==> src/rtl/line_point_counter.sv <==
// Scans a table of (x,y) points and counts those whose SLOPE*x + y (mod 2^W) hits TARGET.
// Define LPC_TOLERANCE_EN to accept |v - TARGET| <= TOL instead of exact equality.
module line_point_counter #(
    parameter int unsigned W      = 8,
    parameter int unsigned DEPTH  = 8,
    parameter int unsigned SLOPE  = 3,
    parameter int unsigned TARGET = 2,
    parameter int unsigned TOL    = 1,
    localparam int unsigned AW    = $clog2(2 * DEPTH),
    localparam int unsigned CW    = $clog2(DEPTH + 1)
) (
    input  logic          clock,
    input  logic          reset,
    input  logic          START,
    input  logic          WR_EN,
    input  logic [AW-1:0] WR_ADDR,
    input  logic [W-1:0]  WR_DATA,
    output logic [CW-1:0] PUNTI_RETTA,
    output logic          BUSY,
    output logic          DONE
);

    localparam int unsigned IW = $clog2(DEPTH);
    localparam logic [W-1:0]  SLOPE_W  = W'(SLOPE);
    localparam logic [W-1:0]  TARGET_W = W'(TARGET);
    localparam logic [IW-1:0] LAST_I   = IW'(DEPTH - 1);
    localparam logic [AW:0]   NWORDS   = (AW + 1)'(2 * DEPTH);

    typedef enum logic [2:0] {
        S_IDLE,
        S_LOAD_X,
        S_LOAD_Y,
        S_CALC,
        S_ACCUM,
        S_FINISH
    } state_t;

    state_t          state_q, state_d;
    logic [W-1:0]    tbl_q [2*DEPTH];
    logic [W-1:0]    tbl_d [2*DEPTH];
    logic [CW-1:0]   count_q, count_d;
    logic [IW-1:0]   i_q, i_d;
    logic [W-1:0]    x_q, x_d;
    logic [W-1:0]    y_q, y_d;
    logic [W-1:0]    v_q, v_d;
    logic [CW-1:0]   punti_q, punti_d;
    logic            done_q, done_d;
    logic            match;

`ifdef LPC_TOLERANCE_EN
    localparam logic [W:0] TOL_W = (W + 1)'(TOL);
    logic signed [W:0] diff;
    logic        [W:0] mag;

    // W+1-bit signed difference so v below TARGET never wraps to a large value
    always_comb begin
        diff  = $signed({1'b0, v_q}) - $signed({1'b0, TARGET_W});
        mag   = diff[W] ? W'(0) - diff : diff;
        match = (mag <= TOL_W);
    end
`else
    logic unused_tol;
    assign unused_tol = ^((W + 1)'(TOL));

    always_comb begin
        match = (v_q == TARGET_W);
    end
`endif

    always_comb begin
        state_d = state_q;
        tbl_d   = tbl_q;
        count_d = count_q;
        i_d     = i_q;
        x_d     = x_q;
        y_d     = y_q;
        v_d     = v_q;
        punti_d = punti_q;
        done_d  = 1'b0;

        // Writes are accepted only in IDLE, including the cycle START is taken
        if (WR_EN && (state_q == S_IDLE) && ({1'b0, WR_ADDR} < NWORDS)) begin
            tbl_d[WR_ADDR] = WR_DATA;
        end

        case (state_q)
            S_IDLE: begin
                if (START) begin
                    count_d = '0;
                    i_d     = '0;
                    state_d = S_LOAD_X;
                end
            end
            S_LOAD_X: begin
                x_d     = tbl_q[{i_q, 1'b0}];
                state_d = S_LOAD_Y;
            end
            S_LOAD_Y: begin
                y_d     = tbl_q[{i_q, 1'b1}];
                state_d = S_CALC;
            end
            S_CALC: begin
                v_d     = SLOPE_W * x_q + y_q;
                state_d = S_ACCUM;
            end
            S_ACCUM: begin
                if (match) begin
                    count_d = count_q + CW'(1);
                end
                if (i_q != LAST_I) begin
                    i_d     = i_q + IW'(1);
                    state_d = S_LOAD_X;
                end else begin
                    state_d = S_FINISH;
                end
            end
            S_FINISH: begin
                if (!START) begin
                    punti_d = count_q;
                    done_d  = 1'b1;
                    state_d = S_IDLE;
                end
            end
            default: state_d = S_IDLE;
        endcase
    end

    always_ff @(posedge clock or posedge reset) begin
        if (reset) begin
            state_q <= S_IDLE;
            for (int unsigned k = 0; k < 2 * DEPTH; k++) begin
                tbl_q[k] <= '0;
            end
            count_q <= '0;
            i_q     <= '0;
            x_q     <= '0;
            y_q     <= '0;
            v_q     <= '0;
            punti_q <= '0;
            done_q  <= 1'b0;
        end else begin
            state_q <= state_d;
            tbl_q   <= tbl_d;
            count_q <= count_d;
            i_q     <= i_d;
            x_q     <= x_d;
            y_q     <= y_d;
            v_q     <= v_d;
            punti_q <= punti_d;
            done_q  <= done_d;
        end
    end

    assign PUNTI_RETTA = punti_q;
    assign DONE        = done_q;
    assign BUSY        = (state_q != S_IDLE);

endmodule
==> config.mk <==
export PLATFORM = sky130hd
export DESIGN_NAME = line_point_counter
export DESIGN_NICKNAME = d
export VERILOG_FILES = /design/src/rtl/line_point_counter.sv
export SDC_FILE = /design/constraint.sdc
export NUM_CORES = 1
export LEC_CHECK = 0
export CELL_PAD_IN_SITES_DETAIL_PLACEMENT = 1
export CELL_PAD_IN_SITES_GLOBAL_PLACEMENT = 1
export CORE_MARGIN = 4
export CORE_UTILIZATION = 30
export CTS_CLUSTER_DIAMETER = 120
export DETAILED_ROUTE_END_ITERATION = 8
export PLACE_DENSITY = 0.53
export SLEW_MARGIN = 5
export SYNTH_ARGS = -nofsm -noshare
export SYNTH_HDL_FRONTEND = slang
export SYNTH_SLANG_ARGS = --single-unit
==> constraint.sdc <==
create_clock -name clock -period 8.5 [get_ports clock]
set_input_delay 1.7 -clock clock [delete_from_list [all_inputs] [get_ports clock]]
set_output_delay 1.7 -clock clock [all_outputs]
set_load 0.02 [all_outputs]
==> results of run 1 <==
==> cells by family (layout without fill, tap and decap cells) <==
family,after synthesis,count (layout)
AO/OA/AOI/OAI,40,40
adder cells (fa/ha/maj),17,17
buffers and inverters,40,70
flip-flops,167,167
XOR/XNOR,7,7
AND/OR/NAND/NOR,82,82
multiplexers,183,183
==> metrics by stage <==
stage                     setup slack [ns]  utilization [%]  cells  power (W)
final                                4.528            35.34    896   0.003570
after global routing                 4.414            35.34    896   0.003834
after CTS                            4.481            35.34    896   0.003623
after detailed placement             4.034            32.83    864   0.002767
after global placement               4.043            32.83    864   0.002689
after floorplan                      2.282                -    536   0.002386
==> layout make-up <==
class,count,area (um2)
repair buffers,24,232.7
flip-flops and latches,167,4180
inverters,14,57.56
clock inverters,15,209.0
well taps,330,412.9
multi-input cells,329,3408
fillers,2611,16330
clock buffers,17,425.4
==> metal layers <==
metal | vias to the layer above | wire length, um
met5 | - | 0
met3 | 11 | 465
met1 | 2387 | 8663
met4 | 0 | 130
met2 | 39 | 8783
li1 | 1981 | -
==> cell usage in the layout, fill, tap and decap left out, drive strengths merged, types with 2 or more instances in the layout <==
| master | synthesis | routed |
|---|---|---|
| dfrtp | 167 | 167 |
| mux2 | 133 | 133 |
| mux4 | 32 | 32 |
| nand2 | 29 | 29 |
| nor2 | 22 | 22 |
| clkdlybuf4s50 | 0 | 21 |
| inv | 14 | 21 |
| a21oi | 20 | 20 |
| mux2i | 18 | 18 |
| clkbuf | 17 | 17 |
| ha | 10 | 10 |
| nor3 | 9 | 9 |
| o21ai | 8 | 8 |
| fa | 7 | 7 |
| xnor2 | 6 | 6 |
| nor2b | 5 | 5 |
| nand3 | 4 | 4 |
| clkinvlp | 0 | 3 |
| bufinv | 0 | 3 |
| buf | 9 | 3 |
| nor4 | 3 | 3 |
| a22o | 2 | 2 |
| or2 | 2 | 2 |
| o21a | 2 | 2 |
| or4b | 2 | 2 |
| or3 | 2 | 2 |
| clkinv | 0 | 2 |
==> registers in the layout, indices dropped and copies added (netlist names) <==
register	flops
x_q	8
tbl_q	128
count_q	4
PUNTI_RETTA	4
y_q	8
DONE	1
v_q	8
i_q	3
state_q	3
==> worst max-delay path: cells and delay by family <==
kind	cells	cell delay, ns
buffers and inverters	1	0.47
muxes	1	0.41
and+or+nand+nor	3	1.70
==> report_power, final <==
| part | total (W) | internal [W] | switching (W) | leakage [nW] |
|---|---|---|---|---|
| combinational | 0.00134 | 0.000715 | 0.000623 | 1.42 |
| clock | 0.000833 | 0.000476 | 0.000357 | 0.301 |
| sequential | 0.00140 | 0.00118 | 0.000222 | 2.17 |
==> path summary, 6_finish.rpt <==
| path | to | slack (ns) | depth (start not counted) |
|---|---|---|---|
| setup / recovery | tbl_q[91] | 4.53 | 5 |
| hold / removal | v_q[1] | 0.48 | 2 |
| setup reg to reg | tbl_q[91] | 5.71 | 4 |
| hold reg to reg | v_q[1] | 0.48 | 2 |
| max in group asynchronous | tbl_q[89] | 5.16 | 3 |
| min in group asynchronous | i_q[1] | 1.83 | 2 |
==> impl_metrics.py, run 1 <==
metrics = {
    "outcome": {
        "status": "finished, final reports clean",
    },
    "sta": {
        "rsz0062_at_grt": "false",
        "fin_setup_tns_ns": 0,
        "slew_headroom_pct": 24.80,
        "tightest_slew_ns": 1.128,
        "whs_ns": 0.4780,
        "finalCritPeriodShare_pct": 46.72,
        "finClkSkew_ns": 0.01046,
        "fmax_mhz": 251.8,
        "drv_slew": 0,
        "setup_viol_count_final": 0,
        "fin_crit_ns": 3.972,
        "hold_viol": 0,
    },
    "worst_setup_path": {
        "start_kind": "primary input",
        "arrival_ns": 4.28,
        "critPathMaxFanout": 8,
        "cp.required_ns": 8.81,
        "cp-startpoint": "WR_EN",
        "reg2reg_from": "state_q[1]",
        "critPathKind": "in -> reg",
        "path_cells": "clkdlybuf4s50_1 > or4b_1 > or3_4 > nor2b_1 > mux2_2",
        "end_kind": "register",
        "max_stage_delay_ns": 0.65,
        "crit_slowest_cell": "or4b_1",
    },
    "clock_network": {
        "clock-sinks": 167,
        "post-cts-setup-buffer-count": 0,
        "insertion_delay_ns": 0.43,
        "clk_pin_slew_ns": 0.07,
        "htree_levels": 4,
        "cts_tree": "yes",
        "clockRootBuffer": "clkbuf_16",
        "cts.path.max_buffers": 2,
        "cts_resized": 0,
        "cts-buffers-inserted": 17,
        "ctsHoldBuffers": 0,
    },
    "yosys": {
        "synth_adder_area_share_pct": 3.427,
        "synth_top_family_by_area": "multiplexers",
        "post-synth-top-count-cell": "dfrtp_1",
        "synthMuxAreaShare_pct": 30.99,
        "netlist_instances": 536,
        "synth_common_cells": "dfrtp_1 (167), mux2_2 (132), mux4_2 (32)",
        "synth-xor-area-share_pct": 0.7921,
        "syn_area_per_cell_um2": 14.44,
        "yosysWarnings": 0,
        "seq_area_frac_synth_pct": 53.99,
        "synth_fp_nets": 569,
        "yosys_register_bits": 167,
        "synth_area_leaders": "dfrtp_1 (54%), mux2_2 (19%), mux4_2 (9.3%)",
        "synth.distinct_cells": 44,
        "synth_compound_area_share_pct": 3.055,
        "synth.largest_area_cell": "dfrtp_1",
        "synth-simple-area-share_pct": 5.706,
        "netlist.area_leader.share_pct": 53.99,
        "syn_area_um2": 7740,
        "postSynth.asyncResetShare_pct": 100.0,
        "synth_edf_count": 0,
        "synth_flop_cell": "dfrtp_1",
    },
    "grt": {
        "grt.total_usage_pct": 13.34,
        "use_met1_pct": 18.53,
        "globalRoute.busiestLayer": "met2",
        "met3_usage_pct": 3.083,
        "grt_pass1_wl_um": 29080,
        "grt_start_max_net_pins": 93,
        "globalRouteOverflowTotal": 0,
        "grt_pass1_vias": 4968,
        "antenna_found_initial": 0,
        "use_met2_pct": 21.70,
    },
    "floorplanning": {
        "die_h_um": 168.6,
        "num_rows": 58,
        "floorplan.die_area_um2": 28430,
        "die_w_um": 168.6,
        "initial_utilization_pct": 30.65,
        "coreArea_um2": 25250,
        "io_pins": 22,
    },
    "routing": {
        "postRouteAntennaNets": 0,
        "routed_wl_um": 18040,
        "vias_per_cell": 4.931,
        "num_vias": 4418,
        "drt_iter0_markers": 214,
        "post-route-drc-count": 0,
        "dr.pass1.iters": 4,
        "avgRoutedWirePerCell_um": 20.14,
    },
    "pwr": {
        "peakVddDrop_v": 0.0001614,
        "leakagePower_nw": 3.892,
        "p_per_area_nw_per_um2": 399.9,
    },
    "layout": {
        "syn_to_final_growth_pct": 15.32,
        "num_antenna_cells": 0,
        "final_nets": 586,
        "fin_area_um2": 8926,
        "drive_gt1_share_pct": 37.46,
    },
    "placed_design": {
        "placed_cell_area_um2": 8292,
        "dp_hpwl_um": 11730,
        "io_buffers": 21,
        "gp_congestion": 0.6641,
    },
    "min_path": {
        "min_from": "v_q[1]",
        "hold_class": "reg -> reg",
    },
    "job": {
        "cap_violations": 0,
    },
}
(Power assumes the default switching activity.)
==> run 2, diff against run 1 <==
clock period = 4.02 ns   (was 8.5 ns; I/O delays follow)
==> run 2 against run 1 <==
Net effect: global-route usage is 0.13 points higher; flip-flop and latch count stayed put; sequential power is 120% higher; via count is 0.59% lower; critical endpoint is now tbl_q[125]; largest power group unchanged.
==> impl_metrics.py, run 2 (same netlist as run 1, synthesis figures left out) <==
metrics = {
    "routing": {
        "routed_wl_um": 17990,
        "avgRoutedWirePerCell_um": 19.95,
        "dr.pass1.iters": 4,
        "drt_iter0_markers": 190,
        "vias_per_cell": 4.869,
        "post-route-drc-count": 0,
        "num_vias": 4392,
        "postRouteAntennaNets": 0,
    },
    "clock_network": {
        "insertion_delay_ns": 0.44,
        "cts-buffers-inserted": 17,
        "cts.path.max_buffers": 2,
        "clk_pin_slew_ns": 0.07,
        "post-cts-setup-buffer-count": 0,
        "clock-sinks": 167,
        "cts_tree": "yes",
        "ctsHoldBuffers": 0,
        "htree_levels": 4,
        "clockRootBuffer": "clkbuf_16",
        "cts_resized": 0,
    },
    "grt": {
        "antenna_found_initial": 0,
        "grt_pass1_wl_um": 29100,
        "grt.total_usage_pct": 13.47,
        "grt_pass1_vias": 4919,
        "globalRouteOverflowTotal": 0,
        "grt_start_max_net_pins": 59,
    },
    "sta": {
        "fin_setup_tns_ns": 0,
        "setup_viol_count_final": 0,
        "tightest_slew_ns": 1.191,
        "rsz0062_at_grt": "false",
        "fin_crit_ns": 2.849,
        "finalCritPeriodShare_pct": 70.88,
        "fmax_mhz": 351.0,
        "hold_viol": 0,
        "finClkSkew_ns": 0.01402,
        "drv_slew": 0,
        "layout_setup_ws_ns": 1.171,
        "slew_headroom_pct": 19.51,
    },
    "floorplanning": {
        "io_pins": 22,
        "die_w_um": 168.6,
        "coreArea_um2": 25250,
        "floorplan.die_area_um2": 28430,
        "die_h_um": 168.6,
        "initial_utilization_pct": 30.65,
        "num_rows": 58,
    },
    "layout": {
        "syn_to_final_growth_pct": 15.47,
        "final_common_cell": "dfrtp_1",
        "regMostFlops": "tbl_q",
        "most-common-layout-cells": "dfrtp_1 (166), mux2_2 (132), mux4_2 (32)",
        "multi_input_comb_area_um2": 3408,
        "num_antenna_cells": 0,
        "final_nets": 593,
        "seqCellArea_um2": 4180,
        "drive_gt1_share_pct": 38.11,
        "largest_reg_flops": 128,
        "fillerInstances": 2641,
    },
    "placed_design": {
        "pre_cts_slack_ns": 0.7017,
        "io_buffers": 21,
        "gp_congestion": 0.7089,
        "dp_hpwl_um": 12290,
    },
    "worst_setup_path": {
        "cp.required_ns": 4.34,
        "crit_slowest_cell": "or4b_1",
        "start_kind": "primary input",
        "end_kind": "register",
        "cp-endpoint": "tbl_q[125]",
        "path_cells": "clkdlybuf4s50_1 > or4b_1 > or3_4 > nor3_4 > mux2_2",
        "max_stage_delay_ns": 0.68,
        "critPathKind": "in -> reg",
        "r2r_cells": 4,
        "reg2reg_from": "state_q[1]",
        "critPathMaxFanout": 8,
        "r2r_setup_slack_ns": 1.47,
        "arrival_ns": 3.17,
        "cp-startpoint": "WR_EN",
        "reg2reg_to": "tbl_q[125]",
    },
    "pwr": {
        "intPower_w": 0.004887,
        "swShare_pct": 34.20,
        "pwr-share-clk_pct": 21.9,
        "seqPwrFrac_pct": 40.5,
        "leakagePower_nw": 3.907,
        "p_per_area_nw_per_um2": 831.0,
        "peakVddDrop_v": 0.0003372,
        "power.switching_w": 0.002540,
        "combPwrFrac_pct": 37.6,
    },
    "job": {
        "cap_violations": 0,
    },
    "min_path": {
        "hold_class": "reg -> reg",
    },
    "outcome": {
        "status": "finished, final reports clean",
    },
}
[run 2: how the worst min path moves through the flow]
stage | from | to | slack, ns | cells after the start
floorplan | v_q[1] | v_q[1] | 0.44 | 2
global placement | v_q[1] | v_q[1] | 0.45 | 2
detailed placement | v_q[5] | v_q[5] | 0.47 | 2
CTS | v_q[5] | v_q[5] | 0.49 | 2
global route | v_q[5] | v_q[5] | 0.50 | 2
finish | v_q[3] | v_q[3] | 0.48 | 2
[run 2: layer usage]
layer	vias to the layer above	track usage, %	part of all wire [%]
met5	-	0	0
met4	0	4.340	1.3
met3	17	2.405	2.1
met2	40	21.58	48
met1	2340	18.70	49
li1	1995	-	-
[run 2: power by group through the flow]
stage	clock network, W	logic [W]	registers, W
floorplan	0	0.00223	0.00282
global placement	0	0.00272	0.00298
detailed placement	0	0.00283	0.00304
CTS	0.00169	0.00284	0.00301
global route	0.00176	0.00312	0.00311
finish	0.00163	0.00279	0.00301
[run 2: layout make-up]
cell class	count	area share (%)
clock inverters	14	1.750
repair buffers	31	3.332
flip-flops and latches	167	46.77
inverters	14	0.6300
well taps	330	4.620
clock buffers	17	4.760
multi-input cells	329	38.14
[run 2: through the flow]
stage / power (W) / cells / util, % / hold slack, ns / cell area [um2]
global placement: 0.005698 / 871 / 33.09 / 0.4501 / 8356
floorplan: 0.005046 / 536 / - / 0.4375 / 7744
finish: 0.007427 / 902 / 35.39 / 0.4774 / 8937
detailed placement: 0.005870 / 871 / 33.09 / 0.4708 / 8356
global route: 0.008000 / 902 / 35.39 / 0.4964 / 8937
CTS: 0.007547 / 902 / 35.39 / 0.4850 / 8937
[run 2: critical path, delay by kind of cell]
kind,cells,cell delay [ns]
mux,1,0.39
simple gates,3,1.49
buf+inv,1,0.48
==> run 3, diff against run 2 <==
clock period = 2.75 ns   (was 4.02 ns; I/O delays follow)
==> run 3 against run 2 <==
Net effect: routed wire length is 2.0% higher; cell area increased by 3.4%; critical path depth rose by 5; worst hold slack worse by 0.10 ns; critical path type is now reg -> reg; setup slack got worse by 0.87 ns; largest power group unchanged.
==> impl_metrics.py, run 3 (same netlist as run 1, synthesis figures left out) <==
metrics = {
    "placed_design": {
        "placed_cell_area_um2": 8663,
        "dp_hpwl_um": 12520,
        "gp_congestion": 0.7235,
        "io_buffers": 21,
    },
    "sta": {
        "finalCritPeriodShare_pct": 89.06,
        "tightest_slew_ns": 0.7757,
        "fin_crit_ns": 2.449,
        "rsz0062_at_grt": "false",
        "fmax_mhz": 408.3,
        "setup_viol_count_final": 0,
        "finClkSkew_ns": 0.01731,
        "drv_slew": 0,
        "hold_viol": 0,
        "slew_headroom_pct": 48.12,
    },
    "routing": {
        "dr.pass1.iters": 4,
        "drt_iter0_markers": 216,
        "routed_wl_um": 18360,
        "avgRoutedWirePerCell_um": 19.86,
        "met1_length_um": 8790,
        "postRouteAntennaNets": 0,
        "post-route-drc-count": 0,
        "wl_met3_um": 379,
        "vias_per_cell": 4.892,
        "wl_met2_um": 8948,
        "routed.top_layer": "met4",
        "num_vias": 4520,
    },
    "clock_network": {
        "clock-sinks": 167,
        "post-cts-setup-buffer-count": 0,
        "cts_tree": "yes",
        "htree_levels": 4,
        "cts.path.max_buffers": 2,
        "insertion_delay_ns": 0.44,
        "cts-buffers-inserted": 17,
        "clockRootBuffer": "clkbuf_16",
        "clk_pin_slew_ns": 0.07,
        "cts_resized": 0,
        "ctsHoldBuffers": 0,
    },
    "layout": {
        "final_common_cell": "dfrtp_1",
        "fin_area_um2": 9244,
        "largest_reg_flops": 128,
        "num_antenna_cells": 0,
        "regMostFlops": "tbl_q",
        "most-common-layout-cells": "dfrtp_1 (166), mux2_2 (132), mux4_2 (32)",
        "fillerInstances": 2624,
        "drive_gt1_share_pct": 40.40,
        "final_nets": 614,
        "syn_to_final_growth_pct": 19.43,
    },
    "grt": {
        "grt.total_usage_pct": 13.98,
        "grt_pass1_wl_um": 30560,
        "grt_start_max_net_pins": 81,
        "grt_pass1_vias": 5257,
        "antenna_found_initial": 0,
        "globalRouteOverflowTotal": 0,
    },
    "floorplanning": {
        "die_w_um": 168.6,
        "io_pins": 22,
        "die_h_um": 168.6,
        "initial_utilization_pct": 30.65,
        "num_rows": 58,
        "coreArea_um2": 25250,
        "floorplan.die_area_um2": 28430,
    },
    "worst_setup_path": {
        "reg2reg_from": "x_q[0]",
        "end_kind": "register",
        "r2r_cells": 10,
        "arrival_ns": 2.80,
        "reg2reg_to": "v_q[7]",
        "r2r_setup_slack_ns": 0.30,
        "start_kind": "register",
        "cp.required_ns": 3.10,
        "critPathKind": "reg -> reg",
        "critPathMaxFanout": 3,
    },
    "pwr": {
        "leakagePower_nw": 4.066,
        "power.total_w": 0.01096,
        "peakVddDrop_v": 0.0004467,
        "p_per_area_nw_per_um2": 1185,
    },
    "min_path": {
        "hold_class": "in -> async",
    },
    "job": {
        "cap_violations": 0,
    },
    "outcome": {
        "status": "finished, final reports clean",
    },
}
-- run 3: routing by layer --
metal	track usage (%)	up-vias
li1	-	2037
met1	19.15	2426
met2	22.83	40
met3	2.662	17
met4	3.917	0
met5	0	-
-- run 3: report_power, final --
part / total (W) / internal, W / switching [W]
sequential: 0.00435 / 0.00364 / 0.000713
combinational: 0.00426 / 0.00231 / 0.00195
clock: 0.00235 / 0.00121 / 0.00113
total: 0.0110 / 0.00716 / 0.00380
-- run 3: layout make-up --
type	instances	area [um2]	area share, %
sequential	167	4180	45.22
tap	330	412.9	4.467
inverter	14	56.30	0.6091
multi-input combinational	329	3408	36.87
timing repair buffer	52	605.6	6.551
clock inverter	15	155.1	1.678
clock buffer	17	425.4	4.602
-- run 3: worst max path at each step --
stage                start   endpoint  slack, ns  cells after the start
global route        x_q[0]     v_q[7]       0.13                     10
finish              x_q[0]     v_q[7]       0.30                     10
global placement     WR_EN  tbl_q[57]      -0.08                      6
CTS                 x_q[1]     v_q[7]       0.26                     10
floorplan            reset       DONE       0.07                      1
detailed placement   WR_EN  tbl_q[95]      -0.08                      6
-- run 3: metrics by stage --
stage               util [%]  setup TNS [ns]  cells  setup WS, ns  hold slack [ns]
floorplan                  -               0    536       0.07325           0.4375
global placement       34.30          -2.047    892      -0.08287           0.4524
detailed placement     34.30          -1.996    892      -0.08160           0.4643
CTS                    36.60               0    924        0.2637           0.3603
global route           36.60               0    924        0.1294           0.3797
finish                 36.60               0    924        0.3007           0.3768
-- run 3: worst max-delay path, stage by stage, from the launching register on --
cell and delay [ns]:
dfrtp_1 0.40, inv_1 0.08, fa_1 0.53, inv_1 0.04
ha_1 0.20, inv_1 0.07, fa_1 0.22, nor2b_1 0.08
o31a_1 0.24, or3_1 0.35, a31oi_1 0.17
